File: src/rtl/irq_priority_encoder.sv
// irq_priority_encoder: 16-line edge-triggered interrupt controller emitting Z80 mode-2 vectors
module irq_priority_encoder #(
  parameter logic [2:0] VECTOR_BASE = 3'b000,
  parameter int SYNC_STAGES = 2
) (
  input  logic        clk,
  input  logic        rst,
  input  logic [15:0] irq_in,
  input  logic [15:0] mask,
  input  logic        inta,
  input  logic        eoi,
  output logic        int_n,
  output logic [7:0]  vector_out,
  output logic        vector_valid,
  output logic [3:0]  active_id,
  output logic [15:0] pending
);
  typedef enum logic [1:0] {IDLE, ASSERT, SERVICE} state_t;
  state_t state, state_n;
  logic [SYNC_STAGES-1:0][15:0] sync;
  logic [15:0] last, edges, cand, clr, pending_n;
  logic [3:0] win;
  logic ack;
  always_comb begin
    edges = sync[SYNC_STAGES-1] & ~last;
    cand = pending & mask;
    ack = (state == ASSERT) && inta;
    clr = ack ? 16'd1 << active_id : 16'h0;
    pending_n = (pending & ~clr) | edges;
  end
  always_comb begin
    win = 4'd0;
    for (int i = 15; i >= 0; i--) if (cand[i]) win = 4'(i);
  end
  always_comb begin
    state_n = state;
    case (state)
      IDLE: if (|cand) state_n = ASSERT;
      ASSERT: if (inta) state_n = SERVICE; else if (!(|cand)) state_n = IDLE;
      SERVICE: if (eoi) state_n = IDLE;
      default: state_n = IDLE;
    endcase
  end
  always_ff @(posedge clk or posedge rst) begin
    if (rst) begin
      state <= IDLE;
      sync <= '0;
      last <= 16'h0;
      pending <= 16'h0;
      int_n <= 1'b1;
      vector_out <= 8'h00;
      vector_valid <= 1'b0;
      active_id <= 4'd0;
    end else begin
      state <= state_n;
      sync <= {sync[SYNC_STAGES-2:0], irq_in};
      last <= sync[SYNC_STAGES-1];
      pending <= pending_n;
      int_n <= state_n != ASSERT;
      if (state_n == ASSERT) active_id <= win;
      if (ack) begin
        vector_out <= {VECTOR_BASE, active_id, 1'b0};
        vector_valid <= 1'b1;
      end else if (state == SERVICE && eoi) begin
        vector_valid <= 1'b0;
      end
    end
  end
endmodule

File: config.mk
export PLATFORM = sky130hd
export DESIGN_NAME = irq_priority_encoder
export DESIGN_NICKNAME = d
export VERILOG_FILES = /design/src/rtl/irq_priority_encoder.sv
export SDC_FILE = /design/constraint.sdc
export NUM_CORES = 1
export LEC_CHECK = 0
export ABC_AREA = 1
export CAP_MARGIN = 20
export CORE_UTILIZATION = 45
export CTS_BUF_LIST = sky130_fd_sc_hd__clkbuf_8
export DETAILED_ROUTE_END_ITERATION = 6
export PLACE_DENSITY_LB_ADDON = 0.12
export SYNTH_ARGS = -nofsm -noshare
export SYNTH_HDL_FRONTEND = slang
export SYNTH_SLANG_ARGS = --single-unit
export TNS_END_PERCENT = 20
File: constraint.sdc
create_clock -name clk -period 2.5 [get_ports clk]
set_clock_uncertainty 0.2 [all_clocks]
set_input_delay 0.375 -clock clk [delete_from_list [all_inputs] [get_ports clk]]
set_output_delay 0.375 -clock clk [all_outputs]
set_load 0.01 [all_outputs]
==> flow_summary.yaml <==
floorplanning:
  start_util: 0.471
  core_mm2: 0.00554
  dieArea_mm2: 0.00611
  io_pins: 66
  chipHeight_um: 78.2
  die_w_um: 78.2
  rows: 27
drt:
  wirelength_um: 5000
  final_antenna_net_count: 0
  drt_iter0_drc: 101
  wl_per_cell_um: 13.4
  dr.pass1.iters: 4
  vias: 1753
  route.detailed.drc: 0
  via_per_inst: 4.69
setup_path:
  r2r_slack_ns: 0.83
  slowest_delay_ns: 0.59
  crit_fanout: 6
  worstReg2RegStart: "pending[13]$_DFF_PP0_"
  crit_path_start: "active_id[1]$_DFFE_PP0N_"
  arrival_ns: 1.42
  rr_endpoint: "active_id[1]$_DFFE_PP0N_"
  start_kind: "register"
  ff2ff_path_depth: 10
  required_ns: 1.92
  worst-path-buf-inv: 1
  setup.worst_path.end_class: "output pin"
  cp_top_family: "buffers and inverters"
  critical_path_depth: 1
  path_class: "reg -> out"
  crit_path_top_delay_cell: "clkdlybuf4s50_1"
  cp_cell_sequence: "clkdlybuf4s50_1"
clocking:
  clk_pin_slew_ns: 0.08
  cts_setup_buffers: 0
  htreeDepth: 3
  cts_hold_buf: 0
  clk_latency_ns: 0.34
  clockBufferDepth: 2
  clock-sinks: 76
  clockRootBuffer: "clkbuf_8"
  cts_buffers: 9
  cts_resized: 0
  cts_tree: "yes"
run:
  maxCapViolCount: 0
layout:
  instances_no_fill: 374
  antennaDiodeCount: 0
  area_growth_pct: 35.9
  final_common_cell: "dfrtp_1"
  mostFrequentLayoutCells: "dfrtp_1, clkdlybuf4s50_1, nand2_1, o21ai_0, inv_1"
  fin_nets: 333
  drive_gt1_frac: 0.113
pwr:
  ir_worst_vdd_v: 0.000437
  power_density_mw_per_mm2: 926
  leakagePower_nw: 1.61
  power.total_mw: 3.29
sta:
  fin_ws_ns: 0.503
  tns_ns: 0
  fin_crit_ns: 2.00
  finalMaxSlewViolations: 0
  finalSetupViolations: 0
  min_period_over_period: 0.799
  whs_ns: 0.152
  hold_viol: 0
  fmax_mhz: 501
  rsz0062_at_grt: "false"
yosys:
  synth_warnings: 0
  synth_cell_types: 20
  synth_area_mm2: 0.00261
  seq_area_frac_synth: 0.729
  avgSynthCellArea_um2: 11.6
  synth_seq_cells: 76
  syn_inst: 225
placed_design:
  gp_congestion: 0.878
  dp_hpwl_um: 3590
  place_ws_ns: 0.399
  dpl.cell_count: 358
  port_buffers: 61
min_path:
  hold_path.class: "reg -> reg"
  whs_path_depth: 0
  hold_path_end: "sync[16]$_DFF_PP0_"
  min_from: "sync[0]$_DFF_PP0_"
global_routing:
  grt_max_degree: 77
  grt_pass1_wl_um: 8510
  grt_pass1_vias: 1830
  antenna_found_initial: 0
  overflow: 0
  grt_usage: 0.188
status:
  status: "completed"
-- kinds of logic (layout without fill, tap and decap cells) --
group / count (synthesis) / after routing / synth area share
other: 1 / 4 / 0.00144
AND/OR/NAND/NOR: 71 / 71 / 0.128
AO/OA/AOI/OAI: 43 / 43 / 0.0867
flip-flops: 76 / 76 / 0.729
buffers and inverters: 34 / 108 / 0.0546
-- cell usage after synthesis --
cell type	count	area, µm²
o21ai_0	39	195
inv_2	3	11.3
or2_2	1	6.26
dfstp_2	1	26.3
a31oi_1	1	6.26
clkinv_1	1	3.75
nand2_2	6	37.5
nor2_4	2	22.5
nor4_4	1	21.3
nor2_1	4	15.0
inv_1	26	97.6
dfrtp_1	75	1880
nand2_1	46	173
conb_1	1	3.75
nand3_1	10	50.1
o31ai_1	1	7.51
buf_4	4	30.0
nand3_2	1	10.0
a32oi_1	1	8.76
o21ai_2	1	8.76
-- metal layers --
layer,part of all wire,vias to the layer above,track usage
met5,0,-,0
met4,0.019,0,0.106
met1,0.42,853,0.223
met3,0.039,10,0.0407
met2,0.53,42,0.316
li1,-,848,-
-- sequential cells by signal, indices dropped and copies added (netlist names) --
signal / cells
active_id: 4
int_n: 1
last: 16
pending: 16
state: 2
sync: 32
vector_out: 4
vector_valid: 1
-- how the worst max path moves through the flow --
stage	slack (ns)	end
floorplan	0.89	active_id[1]$_DFFE_PP0N_
CTS	0.47	active_id[1]
global route	0.45	active_id[1]
detailed placement	0.40	pending[12]$_DFF_PP0_
global placement	0.46	active_id[0]$_DFFE_PP0N_
finish	0.50	active_id[1]
-- power by group --
part	internal (mW)	total [mW]	leakage (nW)	switching (mW)
Combinational	0.345	0.730	0.642	0.385
Sequential	1.40	1.52	0.852	0.123
Clock	0.598	1.03	0.113	0.437
Total	2.34	3.29	1.61	0.944
-- through the flow --
stage,util,cell area [µm²]
finish,0.640,3550
CTS,0.640,3550
floorplan,-,2630
detailed placement,0.599,3320
global placement,0.599,3320
global route,0.640,3550
-- area by class of cell --
type,instances,area (µm²)
repair buffers,62,631
clock inverters,6,93.8
fillers,476,1990
clock buffers,10,138
flip-flops and latches,76,1900
inverters,30,116
well taps,72,90.1
multi-input cells,118,577
(Power assumes the default switching activity.)
